[config.mk]
export PLATFORM = sky130hd
export DESIGN_NAME = ltc2656_spi_driver_flat
export DESIGN_NICKNAME = d
export VERILOG_FILES = /design/src/rtl/ltc2656_spi_driver_if.sv /design/src/rtl/ltc2656_spi_driver.sv /design/src/flat_wrapper.sv
export SDC_FILE = /design/constraint.sdc
export NUM_CORES = 1
export LEC_CHECK = 0
export BUFFER_PORTS_ARGS = -buffer_cell sky130_fd_sc_hd__buf_4
export CAP_MARGIN = 20
export CORE_MARGIN = 2
export CORE_UTILIZATION = 25
export CTS_BUF_LIST = sky130_fd_sc_hd__clkbuf_4 sky130_fd_sc_hd__clkbuf_8
export CTS_CLUSTER_DIAMETER = 50
export DETAILED_ROUTE_END_ITERATION = 8
export GPL_TIMING_DRIVEN = 0
export PLACE_DENSITY = 0.5
export SLEW_MARGIN = 30
export SYNTH_ARGS = -nofsm -noshare
export SYNTH_HDL_FRONTEND = slang
export SYNTH_SLANG_ARGS = --single-unit
export TNS_END_PERCENT = 5
[constraint.sdc]
create_clock -name clk_i -period 4.3 [get_ports clk_i]
set_input_delay 0.86 -clock clk_i [delete_from_list [all_inputs] [get_ports clk_i]]
set_output_delay 0.86 -clock clk_i [all_outputs]
set_load 0.02 [all_outputs]
[src/rtl/ltc2656_spi_driver_if.sv]
// Command/status bus between the DAC register block (master) and the LTC2656 SPI driver (slave).
interface ltc2656_spi_driver_if;
  logic [1:0]  command;
  logic [3:0]  dac_cmd;
  logic [3:0]  dac_channel;
  logic [15:0] dac_value;
  logic        busy;
  logic        overrun;
  logic [23:0] rx_word;
  logic        rx_valid;

  modport master (
    output command, dac_cmd, dac_channel, dac_value,
    input  busy, overrun, rx_word, rx_valid
  );

  modport slave (
    input  command, dac_cmd, dac_channel, dac_value,
    output busy, overrun, rx_word, rx_valid
  );
endinterface

[src/rtl/ltc2656_spi_driver.sv]
// LTC2656 octal DAC pin driver: 24-bit MSB-first SPI write plus timed LDAC/CLR pulses.
// Optional SDO capture is built when LTC2656_READBACK_EN is defined.
module ltc2656_spi_driver #(
  parameter int CLK_DIV = 4,
  parameter int PULSE_W = 8
) (
  input  logic                       clk_i,
  input  logic                       resetn_i,
  ltc2656_spi_driver_if.slave        ctrl,
  output logic                       dac_sck_o,
  output logic                       dac_sdi_o,
  output logic                       dac_cs_n_o,
  output logic                       dac_ldac_n_o,
  output logic                       dac_clr_n_o,
  input  logic                       dac_sdo_i
);

  typedef enum logic [2:0] {IDLE, SETUP, SCK_HI, SCK_LO, CS_HIGH, PULSE} state_e;

  localparam logic [1:0] CMD_NONE = 2'd0;
  localparam logic [1:0] CMD_XFER = 2'd1;
  localparam logic [1:0] CMD_LDAC = 2'd2;
  localparam logic [1:0] CMD_CLR  = 2'd3;

  localparam logic [7:0] DIV_LAST   = 8'(CLK_DIV - 1);
  localparam logic [7:0] PULSE_LAST = 8'(PULSE_W - 1);

  state_e      state_q, state_d;
  logic [7:0]  phase_q, phase_d;
  logic [4:0]  bit_q, bit_d;
  logic [23:0] word_q, word_d;
  logic        busy_q, busy_d;
  logic        overrun_q, overrun_d;
  logic        sck_q, sck_d;
  logic        sdi_q, sdi_d;
  logic        cs_n_q, cs_n_d;
  logic        ldac_n_q, ldac_n_d;
  logic        clr_n_q, clr_n_d;
  logic        div_done;

  assign div_done = (phase_q == DIV_LAST);

  always_comb begin
    state_d   = state_q;
    phase_d   = phase_q;
    bit_d     = bit_q;
    word_d    = word_q;
    busy_d    = busy_q;
    overrun_d = 1'b0;
    sck_d     = sck_q;
    sdi_d     = sdi_q;
    cs_n_d    = cs_n_q;
    ldac_n_d  = ldac_n_q;
    clr_n_d   = clr_n_q;

    // Commands are only honoured in IDLE; anything else is reported and dropped.
    if (state_q != IDLE && ctrl.command != CMD_NONE) begin
      overrun_d = 1'b1;
    end

    unique case (state_q)
      IDLE: begin
        phase_d = 8'd0;
        unique case (ctrl.command)
          CMD_XFER: begin
            word_d  = {ctrl.dac_cmd, ctrl.dac_channel, ctrl.dac_value};
            sdi_d   = ctrl.dac_cmd[3];
            cs_n_d  = 1'b0;
            busy_d  = 1'b1;
            bit_d   = 5'd23;
            state_d = SETUP;
          end
          CMD_LDAC: begin
            ldac_n_d = 1'b0;
            busy_d   = 1'b1;
            state_d  = PULSE;
          end
          CMD_CLR: begin
            clr_n_d = 1'b0;
            busy_d  = 1'b1;
            state_d = PULSE;
          end
          default: ;
        endcase
      end
      SETUP: begin
        phase_d = phase_q + 8'd1;
        if (div_done) begin
          phase_d = 8'd0;
          sck_d   = 1'b1;
          state_d = SCK_HI;
        end
      end
      SCK_HI: begin
        phase_d = phase_q + 8'd1;
        if (div_done) begin
          phase_d = 8'd0;
          sck_d   = 1'b0;
          state_d = SCK_LO;
          // The last bit stays on SDI after its rising edge.
          if (bit_q != 5'd0) begin
            sdi_d  = word_q[22];
            word_d = {word_q[22:0], 1'b0};
          end
        end
      end
      SCK_LO: begin
        phase_d = phase_q + 8'd1;
        if (div_done) begin
          phase_d = 8'd0;
          if (bit_q != 5'd0) begin
            bit_d   = bit_q - 5'd1;
            sck_d   = 1'b1;
            state_d = SCK_HI;
          end else begin
            cs_n_d  = 1'b1;
            state_d = CS_HIGH;
          end
        end
      end
      CS_HIGH: begin
        phase_d = phase_q + 8'd1;
        if (div_done) begin
          phase_d = 8'd0;
          busy_d  = 1'b0;
          state_d = IDLE;
        end
      end
      PULSE: begin
        phase_d = phase_q + 8'd1;
        if (phase_q == PULSE_LAST) begin
          phase_d  = 8'd0;
          ldac_n_d = 1'b1;
          clr_n_d  = 1'b1;
          busy_d   = 1'b0;
          state_d  = IDLE;
        end
      end
      default: state_d = IDLE;
    endcase
  end

  always_ff @(posedge clk_i) begin
    if (!resetn_i) begin
      state_q   <= IDLE;
      phase_q   <= 8'd0;
      bit_q     <= 5'd0;
      word_q    <= 24'd0;
      busy_q    <= 1'b0;
      overrun_q <= 1'b0;
      sck_q     <= 1'b0;
      sdi_q     <= 1'b0;
      cs_n_q    <= 1'b1;
      ldac_n_q  <= 1'b1;
      clr_n_q   <= 1'b1;
    end else begin
      state_q   <= state_d;
      phase_q   <= phase_d;
      bit_q     <= bit_d;
      word_q    <= word_d;
      busy_q    <= busy_d;
      overrun_q <= overrun_d;
      sck_q     <= sck_d;
      sdi_q     <= sdi_d;
      cs_n_q    <= cs_n_d;
      ldac_n_q  <= ldac_n_d;
      clr_n_q   <= clr_n_d;
    end
  end

  assign ctrl.busy    = busy_q;
  assign ctrl.overrun = overrun_q;
  assign dac_sck_o    = sck_q;
  assign dac_sdi_o    = sdi_q;
  assign dac_cs_n_o   = cs_n_q;
  assign dac_ldac_n_o = ldac_n_q;
  assign dac_clr_n_o  = clr_n_q;

`ifdef LTC2656_READBACK_EN
  logic [23:0] rx_sh_q, rx_sh_d;
  logic [23:0] rx_word_q, rx_word_d;
  logic        rx_valid_q, rx_valid_d;

  // SDO is sampled in the same cycle SCK is driven high, then published as CS rises.
  always_comb begin
    rx_sh_d    = rx_sh_q;
    rx_word_d  = rx_word_q;
    rx_valid_d = 1'b0;
    if (sck_d && !sck_q) begin
      rx_sh_d = {rx_sh_q[22:0], dac_sdo_i};
    end
    if (state_q == SCK_LO && state_d == CS_HIGH) begin
      rx_word_d  = rx_sh_q;
      rx_valid_d = 1'b1;
    end
  end

  always_ff @(posedge clk_i) begin
    if (!resetn_i) begin
      rx_sh_q    <= 24'd0;
      rx_word_q  <= 24'd0;
      rx_valid_q <= 1'b0;
    end else begin
      rx_sh_q    <= rx_sh_d;
      rx_word_q  <= rx_word_d;
      rx_valid_q <= rx_valid_d;
    end
  end

  assign ctrl.rx_word  = rx_word_q;
  assign ctrl.rx_valid = rx_valid_q;
`else
  logic sdo_unused;
  assign sdo_unused    = dac_sdo_i;
  assign ctrl.rx_word  = 24'd0;
  assign ctrl.rx_valid = 1'b0;
`endif

endmodule

[src/flat_wrapper.sv]
// flat-port wrapper written by rule: the top's interface ports become plain ports
module ltc2656_spi_driver_flat 
#(
  parameter int CLK_DIV = 4,
  parameter int PULSE_W = 8
)
  (clk_i, resetn_i, dac_sck_o, dac_sdi_o, dac_cs_n_o, dac_ldac_n_o, dac_clr_n_o, dac_sdo_i, ctrl_command, ctrl_dac_cmd, ctrl_dac_channel, ctrl_dac_value, ctrl_busy, ctrl_overrun, ctrl_rx_word, ctrl_rx_valid);
  ltc2656_spi_driver_if ctrl_i ();
  input  logic clk_i;
  input  logic resetn_i;
  output logic dac_sck_o;
  output logic dac_sdi_o;
  output logic dac_cs_n_o;
  output logic dac_ldac_n_o;
  output logic dac_clr_n_o;
  input  logic dac_sdo_i;
  input wire logic [$bits(ctrl_i.command)-1:0] ctrl_command;
  input wire logic [$bits(ctrl_i.dac_cmd)-1:0] ctrl_dac_cmd;
  input wire logic [$bits(ctrl_i.dac_channel)-1:0] ctrl_dac_channel;
  input wire logic [$bits(ctrl_i.dac_value)-1:0] ctrl_dac_value;
  output wire logic [$bits(ctrl_i.busy)-1:0] ctrl_busy;
  output wire logic [$bits(ctrl_i.overrun)-1:0] ctrl_overrun;
  output wire logic [$bits(ctrl_i.rx_word)-1:0] ctrl_rx_word;
  output wire logic [$bits(ctrl_i.rx_valid)-1:0] ctrl_rx_valid;
  assign ctrl_i.command = ctrl_command;
  assign ctrl_i.dac_cmd = ctrl_dac_cmd;
  assign ctrl_i.dac_channel = ctrl_dac_channel;
  assign ctrl_i.dac_value = ctrl_dac_value;
  assign ctrl_busy = ctrl_i.busy;
  assign ctrl_overrun = ctrl_i.overrun;
  assign ctrl_rx_word = ctrl_i.rx_word;
  assign ctrl_rx_valid = ctrl_i.rx_valid;
  ltc2656_spi_driver #(.CLK_DIV(CLK_DIV), .PULSE_W(PULSE_W)) u_core (.clk_i(clk_i), .resetn_i(resetn_i), .ctrl(ctrl_i), .dac_sck_o(dac_sck_o), .dac_sdi_o(dac_sdi_o), .dac_cs_n_o(dac_cs_n_o), .dac_ldac_n_o(dac_ldac_n_o), .dac_clr_n_o(dac_clr_n_o), .dac_sdo_i(dac_sdo_i));
endmodule
==> impl_metrics.tcl, run 1 <==
set metrics [dict create \
    synthAdderAreaFrac_pct 0.9434 \
    min_from "u_core.word_q[20]" \
    routed_wl_um 6517 \
    rr_endpoint "u_core.word_q[15]" \
    area_growth_pct 22.83 \
    crit_path_cell_trace "inv_1, ha_1, nor4b_2, nor2_1, o2bb2ai_1, buf_2, buf_6, nand3_1, o21ai_1" \
    grt_pass1_wl_um 10670 \
    routed_via_density 4.399 \
    cts_made_buffers 5 \
    track_usage_pct 11.53 \
    core_um2 10320 \
    synth_top_family_by_area "simple AND/OR/NAND/NOR gates" \
    max-clock-path-buffers 2 \
    drcViolationCount 0 \
    io_buffers 34 \
    crit_type "reg -> reg" \
    pre_cts_slack_ns 2.123 \
    cp_max_fo 10 \
    slew_violations 0 \
    first_pass_iters 4 \
    vias 2503 \
    antenna_found_initial 0 \
    synthArstFlopShare_pct 0 \
    status "finished clean" \
    fin_skew_ns 0.005823 \
    finalHoldViolCount 0 \
    synth-edff-count 0 \
    crit_required_ns 4.54 \
    r2r_cells 9 \
    powerDensity_nw_per_um2 484.9 \
    drtIter0Drc 134 \
    seqCellArea_um2 920.9 \
    hold_class "reg -> reg" \
    startpoint_type "flip-flop" \
    final_core_util_pct 31.56 \
    syn_area_um2 2653 \
    max_freq_mhz 474.3 \
    die_x_um 107.0 \
    crit-reg2reg-launch "u_core.bit_q[0]" \
    grt_pass1_vias 2215 \
    postSynthAreaPerCell_um2 7.228 \
    ys_seq_elements 46 \
    yosysUniqueCellTypes 52 \
    clkSlewWorstSetupHoldPaths_ns 0.09 \
    rsz0062_at_grt "no" \
    cpMaxStageDelayCell "nor4b_2" \
    layout_commonest_cell "nand2_1" \
    cpPeakStageDelay_ns 0.54 \
    fin_nets 463 \
    dieArea_um2 11450 \
    synth-compound-area-share_pct 14.62 \
    synthSimpleGateAreaFrac_pct 34.95 \
    worstHoldPathCells 2 \
    yosysSeqAreaShare_pct 34.72 \
    fin_crit_ns 2.108 \
    dieHeight_um 107.0 \
    grt_max_degree 15 \
    critPathArrivalTime_ns 2.35 \
    power_leakage_nw 1.474 \
    muxShareOfSynthArea_pct 0 \
    synthCells 367 \
    initial_core_util_pct 25.69 \
    peakVddDrop_mv 0.1925 \
    timing.final.ws_setup_ns 2.192 \
    ant_nets 0 \
    cts_root_buf "clkbuf_8" \
    drive_gt1_share_pct 20.09 \
    cts.repair.resized 0 \
    dpl_cell_area_um2 3168 \
    maxCapViolations 0 \
    num_rows 37 \
    reg2reg_setup_slack_ns 2.19 \
    mostFrequentLayoutCells "nand2_1, buf_4, dfxtp_1" \
    clk_latency_ns 0.30 \
    worstMarginPinSlew_ns 0.6976 \
    wl_per_cell_um 11.45 \
    ys.flop_type "dfxtp_1" \
    yosys_warnings 0 \
    cts_tree "built" \
    endpoint_kind "flip-flop" \
    htreeDepth 2 \
    gp_congestion 0.7823 \
    slew_headroom_pct 53.39 \
    worstHoldEndpoint "u_core.word_q[20]" \
    setup_viol 0 \
    tns_ns 0 \
    diodes 0 \
    ioPinCount 61 \
    ctsHoldBuffers 0 \
    cts.sinks 46 \
    cts_setup_buffers 0 \
    grt_overflow 0 \
    multi_input_area_um2 1478 \
    dpl.hpwl_um 4688 \
    timing.final.crit_share_pct 49.03 \
    fin_area_um2 3258 \
    synth-xor-area-share_pct 1.651 \
    fillers 1108 \
]
==> flip-flops by register name (all words and copies together), names as in the netlist <==
register             flops
u_core.bit_q             5
u_core.ctrl.busy         1
u_core.ctrl.overrun      1
u_core.dac_clr_n_o       1
u_core.dac_cs_n_o        1
u_core.dac_ldac_n_o      1
u_core.dac_sck_o         1
u_core.dac_sdi_o         1
u_core.phase_q           8
u_core.state_q           3
u_core.word_q           23
==> worst max-delay path by stage <==
stage                     from           endpoint  cells after the start
2_1_floorplan  ctrl_command[0]   u_core.word_q[0]                      6
3_3_place_gp          resetn_i  u_core.state_q[1]                      4
3_5_place_dp          resetn_i  u_core.state_q[1]                      4
4_1_cts        u_core.bit_q[0]  u_core.word_q[10]                      7
5_1_grt        u_core.bit_q[0]   u_core.word_q[9]                      7
6_report       u_core.bit_q[0]  u_core.word_q[15]                      9
==> synthesized netlist by cell type, drive strengths merged, types with 5 or more instances <==
master	n	area share (%)
nor2	15	2.1
inv	6	0.85
and3	7	1.7
nor3	6	1.3
nand2	108	15
buf	37	10
dfxtp	46	35
clkbuf	13	1.8
nand3	39	7.4
o21ai	32	6.0
a21boi	5	1.4
==> power by group <==
part	switching (W)	leakage, nW	total (W)	internal, W
combinational	0.000439	1.05	0.000728	0.000289
clock	0.000157	0.0486	0.000278	0.000121
sequential	0.0000532	0.375	0.000574	0.000520
==> routing by layer <==
| metal | vias up | GRT usage, % | wire length, um |
|---|---|---|---|
| met5 | - | 0 | 0 |
| met4 | 0 | 3.618 | 80 |
| met3 | 4 | 1.641 | 165 |
| met2 | 46 | 18.84 | 2968 |
| met1 | 1140 | 15.67 | 3303 |
| li1 | 1313 | - | - |
==> layout make-up <==
| class | count | area share, % |
|---|---|---|
| clock inverter | 2 | 0.4224 |
| clock buffer | 6 | 2.343 |
| timing repair buffer | 34 | 7.834 |
| tap | 136 | 5.223 |
| sequential | 46 | 28.26 |
| multi-input combinational | 289 | 45.35 |
| buffer | 50 | 9.869 |
| inverter | 6 | 0.6912 |
==> through the flow <==
step	cells	hold WS (ns)	power, W
2_1_floorplan	391	0.4370	0.001124
3_3_place_gp	561	0.4437	0.001308
3_5_place_dp	561	0.4495	0.001315
4_1_cts	569	0.4630	0.001600
5_1_grt	569	0.4746	0.001713
6_report	569	0.4577	0.001580
==> cell families after synthesis <==
logic type	count (synthesis)
other cells	1
buf+inv	56
xor+xnor	5
compound gates	60
flops	46
simple gates	197
fa+ha+maj	2
==> critical path, delay by kind of cell, from the launching register on <==
family / cells / cell delay [ns]
buffers and inverters: 3 / 0.51
and+or+nand+nor: 3 / 0.70
AOI/OAI and AO/OA: 2 / 0.27
DFF: 1 / 0.34
adders and majority gates: 1 / 0.21
Note: power is estimated with default switching activity, not from simulation.
==> inputs of run 2 (changes only) <==
- clock period: 4.3 -> 2.1 ns (I/O delays scaled with it)
==> impl_metrics.tcl, run 2 (synthesized netlist as in run 1, its figures left out) <==
set metrics [dict create \
    dpl.cell_count 561 \
    intPower_w 0.001925 \
    whs_ns 0.3732 \
    dieArea_um2 11450 \
    num_rows 37 \
    first_pass_iters 4 \
    max_freq_mhz 525.0 \
    maxCapViolations 0 \
    cts_tree "built" \
    dpl_cell_area_um2 3168 \
    cts.sinks 46 \
    drtIter0Drc 159 \
    routed_via_density 4.387 \
    drcViolationCount 0 \
    power_leakage_nw 1.493 \
    grt_pass1_wl_um 10670 \
    vias 2496 \
    finalHoldViolCount 0 \
    fin_nets 463 \
    power_switching_w 0.001338 \
    dieHeight_um 107.0 \
    use_met2_pct 18.84 \
    grt_pass1_vias 2213 \
    status "finished clean" \
    routed_wl_um 6522 \
    startpoint_type "flip-flop" \
    track_usage_pct 11.52 \
    ctsHoldBuffers 0 \
    crit_required_ns 2.34 \
    setup_viol 0 \
    grt-busiest-layer "met2" \
    timing.final.crit_share_pct 90.70 \
    grt_max_degree 15 \
    critPathArrivalTime_ns 2.14 \
    pwr-share-clk_pct 17.5 \
    endpoint_kind "flip-flop" \
    cpPeakStageDelay_ns 0.40 \
    drive_gt1_share_pct 20.79 \
    cts_root_buf "clkbuf_8" \
    fillers 1105 \
    layout_commonest_cell "nand2_1" \
    cpMaxStageDelayCell "nor4b_4" \
    diodes 0 \
    top_register "u_core.word_q" \
    use_met3_pct 1.641 \
    powerDensity_nw_per_um2 995.8 \
    fin_crit_ns 1.905 \
    tns_ns 0 \
    cts_made_buffers 5 \
    seqCellArea_um2 920.9 \
    ant_nets 0 \
    ioPinCount 61 \
    htreeDepth 2 \
    crit_path_cell_trace "inv_1, ha_1, nor4b_4, nor2_1, o2bb2ai_1, buf_4, buf_6, nand3_1, o21ai_1" \
    slew_violations 0 \
    antenna_found_initial 0 \
    io_buffers 34 \
    initial_core_util_pct 25.69 \
    top_regs "u_core.word_q (23), u_core.phase_q (8), u_core.bit_q (5)" \
    multi_input_area_um2 1491 \
    largest_reg_flops 23 \
    switching_share_pct 41.01 \
    area_growth_pct 23.54 \
    die_x_um 107.0 \
    gp_congestion 0.7823 \
    grt_overflow 0 \
    final_cells 569 \
    crit_type "reg -> reg" \
    hold_class "in -> reg" \
    fin_area_um2 3277 \
    max-clock-path-buffers 2 \
    dpl.hpwl_um 4688 \
    rsz0062_at_grt "no" \
    wl_per_cell_um 11.46 \
    fin_skew_ns 0.002664 \
    grt_util_met1_pct 15.64 \
    mostFrequentLayoutCells "nand2_1, buf_4, dfxtp_1" \
    peakVddDrop_mv 0.3916 \
    seqPwrFrac_pct 36.1 \
    combPwrFrac_pct 46.4 \
    clk_latency_ns 0.30 \
    core_um2 10320 \
    clkSlewWorstSetupHoldPaths_ns 0.09 \
    cp_max_fo 10 \
]
-- run 2: changes by cell type in the layout (fill, tap and decap cells not counted) --
cell      delta
buf_1        -1
buf_2        -1
buf_4        +1
clkbuf_1     -1
clkbuf_2     +2
nor3b_1      -1
nor3b_2      +1
nor4b_2      -1
nor4b_4      +1
-- run 2: layer usage --
metal	routed length [um]	part of all wire (%)
met1	3287	50
met2	2980	46
met3	174	2.7
met4	79	1.2
met5	0	0
-- run 2: what timing repair did --
item / CTS / global route
setup buffers: 0 / 0
gates resized for setup: 1 / 6
setup endpoints to repair: 21 / 22
-- run 2: final timing paths --
check | start | to | slack (ns) | depth (start not counted)
hold / removal | ctrl_dac_value[0] | u_core.word_q[0] | 0.37 | 3
hold reg to reg | u_core.word_q[5] | u_core.word_q[5] | 0.46 | 2
setup / recovery | u_core.bit_q[0] | u_core.word_q[18] | 0.20 | 9
setup reg to reg | u_core.bit_q[0] | u_core.word_q[18] | 0.20 | 9
-- run 2: cell type report --
| type | instances | share of cell area, % |
|---|---|---|
| multi-input combinational | 289 | 45.51 |
| clock buffer | 6 | 2.329 |
| inverter | 6 | 0.6873 |
| buffer | 50 | 9.966 |
| clock inverter | 2 | 0.4200 |
| sequential | 46 | 28.10 |
| tap | 136 | 5.193 |
| timing repair buffer | 34 | 7.789 |
-- run 2: power by group through the flow --
stage          sequential, W  clock [W]  combinational, W
4_1_cts              0.00118   0.000598           0.00152
3_3_place_gp         0.00119          0           0.00149
5_1_grt              0.00120   0.000630           0.00170
2_1_floorplan        0.00121          0           0.00109
3_5_place_dp         0.00119          0           0.00150
6_report             0.00118   0.000571           0.00151
-- run 2: through the flow --
stage	worst slack [ns]	util (%)	power, W
2_1_floorplan	0.4012	-	0.002302
3_3_place_gp	0.03969	30.69	0.002679
3_5_place_dp	-0.01972	30.69	0.002692
4_1_cts	0.1178	31.64	0.003290
5_1_grt	0.01233	31.74	0.003533
6_report	0.1954	31.74	0.003263
-- run 2: critical path, delay by kind of cell, from the launching register on --
| kind | cells | cell delay (ns) |
|---|---|---|
| buf+inv | 3 | 0.44 |
| fa+ha+maj | 1 | 0.22 |
| simple gates | 3 | 0.55 |
| flops | 1 | 0.34 |
| compound gates | 2 | 0.28 |
==> inputs of run 3 (changes only) <==
- CORE_ASPECT_RATIO: not set -> 0.8
- CORE_UTILIZATION: 25 -> 56
- PLACE_DENSITY: 0.5 -> 0.89
- SETUP_SLACK_MARGIN: not set -> 0.02
==> impl_metrics.tcl, run 3 (synthesized netlist as in run 1, its figures left out) <==
set metrics [dict create \
    cts_root_buf "clkbuf_8" \
    drcViolationCount 0 \
    min_from "ctrl_dac_value[0]" \
    timing.final.crit_share_pct 90.24 \
    critPathArrivalTime_ns 2.08 \
    crit_type "reg -> reg" \
    clk_latency_ns 0.30 \
    cts_made_buffers 5 \
    top_regs "u_core.word_q (23), u_core.phase_q (8), u_core.bit_q (5)" \
    wl_per_cell_um 11.91 \
    top_register "u_core.word_q" \
    io_buffers 34 \
    drive_gt1_share_pct 20.92 \
    dieArea_um2 5307 \
    grt_overflow 0 \
    crit_top_cell "buf_6" \
    ioPinCount 61 \
    cp_max_fo 10 \
    ctsHoldBuffers 0 \
    power_switching_w 0.001327 \
    drtIter0Drc 303 \
    finalHoldViolCount 0 \
    cp-startpoint "u_core.state_q[0]" \
    grt_max_degree 16 \
    pwr-share-clk_pct 19.9 \
    fin_crit_ns 1.895 \
    fin_nets 465 \
    max-clock-path-buffers 2 \
    die_x_um 80.95 \
    mostFrequentLayoutCells "nand2_1, buf_4, dfxtp_1" \
    peakVddDrop_mv 0.6284 \
    hold_class "in -> reg" \
    clkSlewWorstSetupHoldPaths_ns 0.09 \
    combPwrFrac_pct 45.1 \
    antenna_found_initial 0 \
    htreeDepth 2 \
    maxCapViolations 0 \
    whs_ns 0.3727 \
    routed_wl_um 5896 \
    grt_pass1_wl_um 9694 \
    crit_required_ns 2.29 \
    crit-reg2reg-launch "u_core.state_q[0]" \
    initial_core_util_pct 58.05 \
    layout_commonest_cell "nand2_1" \
    max_freq_mhz 527.7 \
    cpPeakStageDelay_ns 0.41 \
    cts_tree "built" \
    diodes 0 \
    intPower_w 0.002051 \
    track_usage_pct 23.37 \
    routed_via_density 5.200 \
    fillers 392 \
    startpoint_type "flip-flop" \
    powerDensity_nw_per_um2 1050 \
    first_pass_iters 5 \
    dpl.hpwl_um 4183 \
    final_core_util_pct 70.37 \
    setup_viol 0 \
    area_growth_pct 21.23 \
    reg2reg_setup_slack_ns 0.20 \
    tns_ns 0 \
    rsz0062_at_grt "no" \
    fin_skew_ns 0.007101 \
    slew_violations 0 \
    status "finished clean" \
    cts.sinks 46 \
    cpMaxStageDelayCell "or3_4" \
    core_um2 4569 \
    seqPwrFrac_pct 35.0 \
    largest_reg_flops 23 \
    total_power_w 0.003377 \
    dieHeight_um 65.56 \
    crit_path_cell_trace "buf_6, or3_4, nor3b_4, o2bb2ai_1, buf_2, buf_6, nand3_1, o21ai_1" \
    power_leakage_nw 1.508 \
    vias 2574 \
    ant_nets 0 \
    grt_pass1_vias 2127 \
    switching_share_pct 39.29 \
    gp_congestion 0.9396 \
    endpoint_kind "flip-flop" \
    num_rows 22 \
]
==> run 3: worst paths after layout <==
check	depth (start not counted)	to
max	8	u_core.word_q[11]
max reg2reg	8	u_core.word_q[11]
min	3	u_core.word_q[0]
min reg2reg	2	u_core.word_q[4]
==> run 3: layout make-up <==
| cell class | instances | area, um2 | share of cell area [%] |
|---|---|---|---|
| Clock buffer | 5 | 68.82 | 2.140 |
| Sequential cell | 46 | 920.9 | 28.64 |
| Buffer | 50 | 322.8 | 10.04 |
| Multi-Input combinational cell | 289 | 1491 | 46.38 |
| Tap cell | 60 | 75.07 | 2.335 |
| Inverter | 6 | 22.52 | 0.7004 |
| Timing Repair Buffer | 36 | 270.3 | 8.405 |
| Clock inverter | 3 | 43.79 | 1.362 |
==> run 3: worst max-delay path, delay by kind of cell (launching register included) <==
family / cells / cell delay (ns)
flops: 1 / 0.32
compound gates: 2 / 0.19
simple gates: 3 / 0.77
buf+inv: 3 / 0.49
==> run 3: metal layers <==
metal | up-vias | track usage (%) | wire [um]
met4 | 0 | 9.322 | 98
met5 | - | 0 | 0
met2 | 90 | 36.05 | 2658
met3 | 10 | 4.533 | 375
li1 | 1324 | - | -
met1 | 1150 | 32.03 | 2763
==> run 3: repair_timing <==
action	in CTS	in global routing
buffers inserted	0	2
gates resized for setup	0	3
setup endpoints to repair	0	26
==> run 3: power groups by stage <==
stage | logic [W] | registers, W | clock network [W]
finish | 0.00152 | 0.00118 | 0.000671
global route | 0.00169 | 0.00121 | 0.000727
CTS | 0.00146 | 0.00118 | 0.000682
detailed placement | 0.00145 | 0.00120 | 0
global placement | 0.00143 | 0.00118 | 0
floorplan | 0.00109 | 0.00121 | 0
==> run 3: through the flow <==
stage | area [um2] | instances | worst slack (ns)
floorplan | 2743 | 391 | 0.4012
global placement | 3073 | 485 | 0.1274
detailed placement | 3073 | 485 | 0.08771
CTS | 3186 | 493 | 0.05496
global route | 3216 | 495 | 0.1056
finish | 3216 | 495 | 0.2050
